--- src/rtl/reorder_buffer_pkg.sv ---
// Shared ROB definitions: sizes, entry type encodings
// and tag/index helpers used by the buffer and its query ports.
package reorder_buffer_pkg;

  localparam int ROB_SIZE   = 16;
  localparam int TAG_W      = 5;
  localparam int IDX_W      = 4;
  localparam int DATA_WIDTH = 32;

  localparam logic [TAG_W-1:0] NON_DEPENDENT = '0;

  typedef enum logic [1:0] {
    ROB_REG    = 2'd0,
    ROB_STORE  = 2'd1,
    ROB_BRANCH = 2'd2,
    ROB_EXIT   = 2'd3
  } rob_type_e;

  // Tags are entry index + 1 so that 0 can mean "no producer".
  function automatic logic [IDX_W-1:0] tag2idx(
    input logic [TAG_W-1:0] t
  );
    logic [TAG_W-1:0] m;
    m = t - TAG_W'(1);
    return m[IDX_W-1:0];
  endfunction

  function automatic logic tag_live(
    input logic [TAG_W-1:0] t
  );
    return (t != NON_DEPENDENT) &&
           (t <= TAG_W'(ROB_SIZE));
  endfunction

endpackage

--- src/rtl/rob_operand_query.sv ---
// Operand lookup for the dispatcher: entry value with CDB bypass.
// Ports: i_tag query, entry busy/ready/value arrays, CDB, o_ready/o_value.
module rob_operand_query
  import reorder_buffer_pkg::*;
(
  input  logic [TAG_W-1:0]                    i_tag,
  input  logic [ROB_SIZE-1:0]                 i_busy,
  input  logic [ROB_SIZE-1:0]                 i_ready,
  input  logic [ROB_SIZE-1:0][DATA_WIDTH-1:0] i_value,
  input  logic                                i_cdb_en,
  input  logic [TAG_W-1:0]                    i_cdb_tag,
  input  logic [DATA_WIDTH-1:0]               i_cdb_value,
  output logic                                o_ready,
  output logic [DATA_WIDTH-1:0]               o_value
);

  logic [IDX_W-1:0] w_idx;
  assign w_idx = tag2idx(i_tag);

  always_comb begin
    o_ready = 1'b0;
    o_value = '0;
    if (i_tag != NON_DEPENDENT) begin
      // A broadcast this cycle beats the stored copy.
      if (i_cdb_en && (i_cdb_tag == i_tag)) begin
        o_ready = 1'b1;
        o_value = i_cdb_value;
      end else if (tag_live(i_tag) &&
                   i_busy[w_idx] && i_ready[w_idx]) begin
        o_ready = 1'b1;
        o_value = i_value[w_idx];
      end
    end
  end

endmodule

--- src/rtl/reorder_buffer.sv ---
// Circular in-order reorder buffer: allocate at tail, complete from CDB,
// retire one entry per cycle at head (reg write, store release, branch
// resolve, exit). Ports: dispatcher alloc/query, CDB, commit/flush outputs.
module reorder_buffer
  import reorder_buffer_pkg::*;
(
  input  logic                  clk,
  input  logic                  rst,
  input  logic                  rdy,
  input  logic                  alloc_en,
  input  logic [1:0]            alloc_type,
  input  logic [4:0]            alloc_rd,
  input  logic                  alloc_pred_taken,
  input  logic [31:0]           alloc_pc_alt,
  output logic [TAG_W-1:0]      alloc_tag,
  output logic                  full,
  input  logic [TAG_W-1:0]      qj_tag,
  input  logic [TAG_W-1:0]      qk_tag,
  output logic                  qj_ready,
  output logic                  qk_ready,
  output logic [DATA_WIDTH-1:0] qj_value,
  output logic [DATA_WIDTH-1:0] qk_value,
  input  logic                  cdb_en,
  input  logic [TAG_W-1:0]      cdb_tag,
  input  logic [DATA_WIDTH-1:0] cdb_value,
  input  logic                  cdb_taken,
  output logic                  commit_en,
  output logic [4:0]            commit_rd,
  output logic [TAG_W-1:0]      commit_tag,
  output logic [DATA_WIDTH-1:0] commit_value,
  output logic                  store_commit,
  output logic                  mispredict,
  output logic [31:0]           redirect_pc,
  output logic                  halt
);

  localparam logic [IDX_W:0] CNT_FULL = (IDX_W+1)'(ROB_SIZE);

  logic [IDX_W-1:0] r_head;
  logic [IDX_W-1:0] r_tail;
  logic [IDX_W:0]   r_count;

  logic [ROB_SIZE-1:0]                 r_busy;
  logic [ROB_SIZE-1:0]                 r_ready;
  logic [ROB_SIZE-1:0]                 r_pred;
  logic [ROB_SIZE-1:0]                 r_taken;
  logic [ROB_SIZE-1:0][1:0]            r_type;
  logic [ROB_SIZE-1:0][4:0]            r_rd;
  logic [ROB_SIZE-1:0][31:0]           r_pc_alt;
  logic [ROB_SIZE-1:0][DATA_WIDTH-1:0] r_value;

  logic                  r_commit_en;
  logic [4:0]            r_commit_rd;
  logic [TAG_W-1:0]      r_commit_tag;
  logic [DATA_WIDTH-1:0] r_commit_value;
  logic                  r_store_commit;
  logic                  r_mispredict;
  logic [31:0]           r_redirect_pc;
  logic                  r_halt;

  logic             w_full;
  logic [IDX_W-1:0] w_cdb_idx;
  logic             w_cdb_hit;
  logic             w_do_alloc;
  logic             w_do_commit;
  logic             w_flush;
  logic             w_hd_reg;
  logic             w_hd_store;
  logic             w_hd_branch;
  logic             w_hd_exit;

  assign w_full      = (r_count == CNT_FULL);
  assign w_cdb_idx   = tag2idx(cdb_tag);
  assign w_cdb_hit   = cdb_en && tag_live(cdb_tag) &&
                       r_busy[w_cdb_idx];
  assign w_do_alloc  = alloc_en && !w_full;
  assign w_do_commit = !r_halt && r_busy[r_head] &&
                       r_ready[r_head];

  assign w_hd_reg    = (r_type[r_head] == ROB_REG);
  assign w_hd_store  = (r_type[r_head] == ROB_STORE);
  assign w_hd_branch = (r_type[r_head] == ROB_BRANCH);
  assign w_hd_exit   = (r_type[r_head] == ROB_EXIT);

  assign w_flush = w_do_commit && w_hd_branch &&
                   (r_taken[r_head] != r_pred[r_head]);

  always_ff @(posedge clk or posedge rst) begin
    if (rst) begin
      r_head         <= '0;
      r_tail         <= '0;
      r_count        <= '0;
      r_busy         <= '0;
      r_ready        <= '0;
      r_pred         <= '0;
      r_taken        <= '0;
      r_type         <= '0;
      r_rd           <= '0;
      r_pc_alt       <= '0;
      r_value        <= '0;
      r_commit_en    <= 1'b0;
      r_commit_rd    <= '0;
      r_commit_tag   <= '0;
      r_commit_value <= '0;
      r_store_commit <= 1'b0;
      r_mispredict   <= 1'b0;
      r_redirect_pc  <= '0;
      r_halt         <= 1'b0;
    end else if (rdy) begin
      r_commit_en    <= 1'b0;
      r_store_commit <= 1'b0;
      r_mispredict   <= 1'b0;
      if (r_mispredict) begin
        // Flush bubble: upstream is also flushing, drop everything.
      end else if (w_flush) begin
        r_head        <= '0;
        r_tail        <= '0;
        r_count       <= '0;
        r_busy        <= '0;
        r_ready       <= '0;
        r_mispredict  <= 1'b1;
        r_redirect_pc <= r_pc_alt[r_head];
      end else begin
        if (w_cdb_hit) begin
          r_ready[w_cdb_idx] <= 1'b1;
          r_value[w_cdb_idx] <= cdb_value;
          r_taken[w_cdb_idx] <= cdb_taken;
        end
        if (w_do_commit) begin
          r_busy[r_head]  <= 1'b0;
          r_ready[r_head] <= 1'b0;
          r_head          <= r_head + IDX_W'(1);
          unique case (1'b1)
            w_hd_reg: begin
              r_commit_en    <= 1'b1;
              r_commit_rd    <= r_rd[r_head];
              r_commit_tag   <= TAG_W'(r_head) + TAG_W'(1);
              r_commit_value <= r_value[r_head];
            end
            w_hd_store:  r_store_commit <= 1'b1;
            w_hd_branch: ;
            w_hd_exit:   r_halt <= 1'b1;
          endcase
        end
        // Fresh allocation wins over a same-edge CDB write to tail.
        if (w_do_alloc) begin
          r_busy[r_tail]   <= 1'b1;
          r_ready[r_tail]  <= 1'b0;
          r_type[r_tail]   <= alloc_type;
          r_rd[r_tail]     <= alloc_rd;
          r_pred[r_tail]   <= alloc_pred_taken;
          r_pc_alt[r_tail] <= alloc_pc_alt;
          r_tail           <= r_tail + IDX_W'(1);
        end
        r_count <= r_count
                 + (IDX_W+1)'(w_do_alloc)
                 - (IDX_W+1)'(w_do_commit);
      end
    end
  end

  rob_operand_query u_qj (
    .i_tag       (qj_tag),
    .i_busy      (r_busy),
    .i_ready     (r_ready),
    .i_value     (r_value),
    .i_cdb_en    (cdb_en),
    .i_cdb_tag   (cdb_tag),
    .i_cdb_value (cdb_value),
    .o_ready     (qj_ready),
    .o_value     (qj_value)
  );

  rob_operand_query u_qk (
    .i_tag       (qk_tag),
    .i_busy      (r_busy),
    .i_ready     (r_ready),
    .i_value     (r_value),
    .i_cdb_en    (cdb_en),
    .i_cdb_tag   (cdb_tag),
    .i_cdb_value (cdb_value),
    .o_ready     (qk_ready),
    .o_value     (qk_value)
  );

  assign alloc_tag    = TAG_W'(r_tail) + TAG_W'(1);
  assign full         = w_full;
  assign commit_en    = r_commit_en;
  assign commit_rd    = r_commit_rd;
  assign commit_tag   = r_commit_tag;
  assign commit_value = r_commit_value;
  assign store_commit = r_store_commit;
  assign mispredict   = r_mispredict;
  assign redirect_pc  = r_redirect_pc;
  assign halt         = r_halt;

endmodule
--- config.mk ---
export PLATFORM = sky130hd
export DESIGN_NAME = reorder_buffer
export DESIGN_NICKNAME = d
export VERILOG_FILES = /design/src/rtl/reorder_buffer_pkg.sv /design/src/rtl/rob_operand_query.sv /design/src/rtl/reorder_buffer.sv
export SDC_FILE = /design/constraint.sdc
export NUM_CORES = 2
export LEC_CHECK = 0
export ABC_AREA = 1
export BUFFER_PORTS_ARGS = -buffer_cell sky130_fd_sc_hd__buf_2
export CORE_MARGIN = 1
export CORE_UTILIZATION = 30
export DETAILED_ROUTE_END_ITERATION = 10
export GPL_TIMING_DRIVEN = 1
export SLEW_MARGIN = 40
export SYNTH_ARGS = -nofsm -noshare
export SYNTH_HDL_FRONTEND = slang
export SYNTH_SLANG_ARGS = --single-unit
--- constraint.sdc ---
create_clock -name clk -period 121.5 [get_ports clk]
set_input_delay 12.15 -clock clk [delete_from_list [all_inputs] [get_ports clk]]
set_output_delay 12.15 -clock clk [all_outputs]
set_load 0.02 [all_outputs]
==> results.py <==
metrics = {
    "outcome": {
        "status": "completed",
    },
    "global_routing": {
        "use_met3": 0.0527,
        "grt_antenna_before_repair": 51,
        "top_usage_layer": "met2",
        "global_route.usage.met1": 0.333,
        "grt_max_degree": 204,
        "overflow": 0,
        "grtUsageTotal": 0.251,
        "met2_usage": 0.386,
        "grt_pass1_vias": 71694,
        "grt_pass1_wl_mm": 490,
    },
    "clock_tree": {
        "cts_resized": 0,
        "htree_num_levels": 4,
        "clock_latency_ns": 0.82,
        "cts_buffers": 138,
        "clock_sink_count": 1291,
        "post_cts_buffers": 0,
        "clockBufferDepth": 3,
        "root_buffer": "clkbuf_16",
        "cts_tree": "yes",
        "clkTransAtPathRegs_ns": 0.06,
        "hold_buffers": 0,
    },
    "setup_path": {
        "crit_required_ns": 109.35,
        "arrival_ns": 16.83,
        "critPathLaunchType": "input port",
        "worstPathMaxFanout": 140,
        "critical_path_class": "input port to primary output",
        "crit_path_frequent_cell": "nand3_1",
        "crit_chain": "buf_8 > inv_2 > ha_4 > inv_6 > buf_6 > o21ai_0 > nand3_1 > nand3b_1 > nand3_1 > nand2_4 > nand2_1 > nor2_1 > buf_2",
        "critPathSlowestCell": "ha_4",
        "slowest_delay_ns": 0.82,
        "endpoint_kind": "primary output",
    },
    "synth": {
        "synthAdderAreaFrac": 0.00423,
        "synth_top_area_cell": "dfrtp_1",
        "synth_edf_count": 0,
        "synth_area_leaders": "dfrtp_1 43%, nand2_1 16%, o21ai_0 9.9%",
        "async_flop_share": 1.00,
        "yosys.area_share.simple": 0.317,
        "syn_area_per_cell_um2": 7.04,
        "syn_inst": 10761,
        "seq_area_frac_synth": 0.426,
        "synth_top_family_by_area": "simple AND/OR/NAND/NOR gates",
        "syn_area_um2": 75800,
        "ys.flop_type": "dfrtp_1",
        "synth_top_area_share": 0.426,
        "synth_compound_area_frac": 0.167,
        "syn_nets": 10879,
        "ys_ff_latch": 1291,
        "synth_xor_area_frac": 0.00150,
        "muxShareOfSynthArea": 0,
        "yosys_warnings": 0,
        "synth_cell_types": 37,
    },
    "power": {
        "p_total_mw": 1.35,
        "powerDensity_nw_per_um2": 16.1,
        "p_clk_frac": 0.333,
        "p_leak_nw": 40.6,
        "p_switching_mw": 0.470,
        "comb_power_share": 0.223,
        "swShare": 0.348,
        "vdd_drop_max_v": 0.0000154,
        "seqPwrFrac": 0.443,
        "intPower_mw": 0.880,
    },
    "detailed_routing": {
        "ant_nets": 0,
        "remaining_drc_errors": 0,
        "first_iter_violations": 10929,
        "drt-vias-per-instance": 5.76,
        "vias": 78714,
        "first_pass_iters": 6,
        "wl_per_cell_um": 24.3,
        "postRouteWirelength_mm": 332,
    },
    "finish": {
        "final_area_um2": 83700,
        "final_common_cell": "nand2_1",
        "layout_common_cells": "3314 x nand2_1, 1501 x o21ai_0, 1289 x dfrtp_1",
        "fill_cells": 26833,
        "areaGrowthSynthToFinish_pct": 10.5,
        "drive_above_1_share": 0.0731,
        "stdcell_count": 13671,
        "nets": 10305,
    },
    "timing": {
        "finalSetupViolations": 0,
        "clock.fmax_mhz": 34.5,
        "rsz0062_at_grt": "false",
        "fin_crit_sh": 0.239,
        "hold_ws_ns": 0.463,
        "max_slew_margin": 0.366,
        "hold_viol": 0,
        "worst_slew_pin_slew_ns": 0.951,
        "fin_crit_ns": 28.98,
        "finalClockSkew_ns": 0.0327,
        "finalSetupTns_ns": 0,
        "slew_viol_final": 0,
    },
    "worst_hold_path": {
        "hp-class": "flip-flop to flip-flop",
    },
    "die": {
        "core_um2": 251000,
        "start_util": 0.302,
        "die_area_um2": 255000,
        "rows": 184,
        "design.portCount": 243,
        "die_h_um": 505,
        "die_x_um": 505,
    },
    "place": {
        "hpwlAfterDp_mm": 183,
        "io_buffers": 242,
        "post_dp_cell_area_um2": 78700,
        "post-place-cells": 13388,
        "place_congestion": 0.893,
    },
    "flow_run": {
        "drv_cap": 0,
    },
}
## cells in the mapped netlist (2+ instances only)
| cell type | number |
|---|---|
| nor2_1 | 666 |
| a221oi_1 | 9 |
| nand3_2 | 30 |
| xnor2_1 | 5 |
| inv_2 | 10 |
| ha_1 | 24 |
| nor4_1 | 2 |
| o22ai_1 | 153 |
| nand3_1 | 242 |
| xor2_1 | 8 |
| buf_4 | 35 |
| buf_6 | 5 |
| o21ai_0 | 1504 |
| inv_1 | 411 |
| nor3_1 | 3 |
| nor2_2 | 13 |
| clkinv_1 | 2 |
| o21ai_1 | 6 |
| clkbuf_4 | 2 |
| a211oi_1 | 129 |
| clkbuf_1 | 645 |
| or2_2 | 3 |
| dfrtp_1 | 1291 |
| nand4_1 | 1172 |
| nand3b_1 | 2 |
| o21bai_1 | 13 |
| nand4_2 | 3 |
| a21oi_1 | 600 |
| buf_1 | 200 |
| nand2_1 | 3318 |
| buf_2 | 249 |
## final timing paths
kind	startpoint	slack [ns]	to	depth (start not counted)
max	qk_tag[0]	92.52	qk_value[6]	13
min	r_pc_alt[444]$_DFFE_PP0P_	0.46	r_pc_alt[444]$_DFFE_PP0P_	2
max reg2reg	r_head[0]$_DFFE_PP0P_	115.11	r_value[62]$_DFFE_PP0P_	18
min reg2reg	r_pc_alt[444]$_DFFE_PP0P_	0.46	r_pc_alt[444]$_DFFE_PP0P_	2
max in group asynchronous	rst	106.92	commit_value[18]$_DFFE_PP0P_	6
min in group asynchronous	rst	11.43	r_count[1]$_DFFE_PP0P_	2
## through the flow
stage,utilization,worst slack [ns]
floorplan,-,72.96
global placement,0.311,92.41
detailed placement,0.314,92.51
CTS,0.332,92.51
global route,0.333,92.48
finish,0.333,92.52
## registers in the layout, indices dropped and copies added (netlist names), 32 cells and up
| name | cells |
|---|---|
| r_pc_alt | 512 |
| r_value | 512 |
| r_rd | 80 |
| commit_value | 32 |
| r_type | 32 |
| redirect_pc | 32 |
## cell type report
cell class,count,area (um2),share of cell area
antenna,23,57.6,0.000688
clock buffer,203,4060,0.0485
clock inverter,50,616,0.00735
inverter,423,1640,0.0196
multi-input combinational,7910,37600,0.449
sequential,1291,32300,0.386
tap,3348,4190,0.0500
timing repair buffer,423,3240,0.0387
## power groups by stage
stage / registers [mW] / clock network [mW] / logic (mW)
3_5_place_dp: 0.602 / 0 / 0.297
5_1_grt: 0.610 / 0.471 / 0.338
2_1_floorplan: 0.588 / 0 / 0.209
4_1_cts: 0.595 / 0.454 / 0.297
6_report: 0.599 / 0.450 / 0.301
3_3_place_gp: 0.600 / 0 / 0.289
## kinds of logic (layout without fill, tap and decap cells)
kind of cell,after synthesis,after routing
simple gates,5456,5456
fa+ha+maj,25,25
buf+inv,1560,1099
other cells,0,23
flops,1291,1291
compound gates,2416,2416
xor+xnor,13,13
## critical path, delay by kind of cell
kind,cells,cell delay (ns)
AO/OA/AOI/OAI,1,0.21
AND/OR/NAND/NOR,6,1.42
adder cells (fa/ha/maj),1,0.82
buffers and inverters,5,1.94
## per-layer routing
| metal | up-vias | share of wire |
|---|---|---|
| met4 | 28 | 0.049 |
| met1 | 37928 | 0.40 |
| met2 | 4534 | 0.45 |
| met5 | - | 0.00059 |
| met3 | 870 | 0.10 |
| li1 | 35354 | - |
No activity file was read; power rests on OpenSTA's default activity.
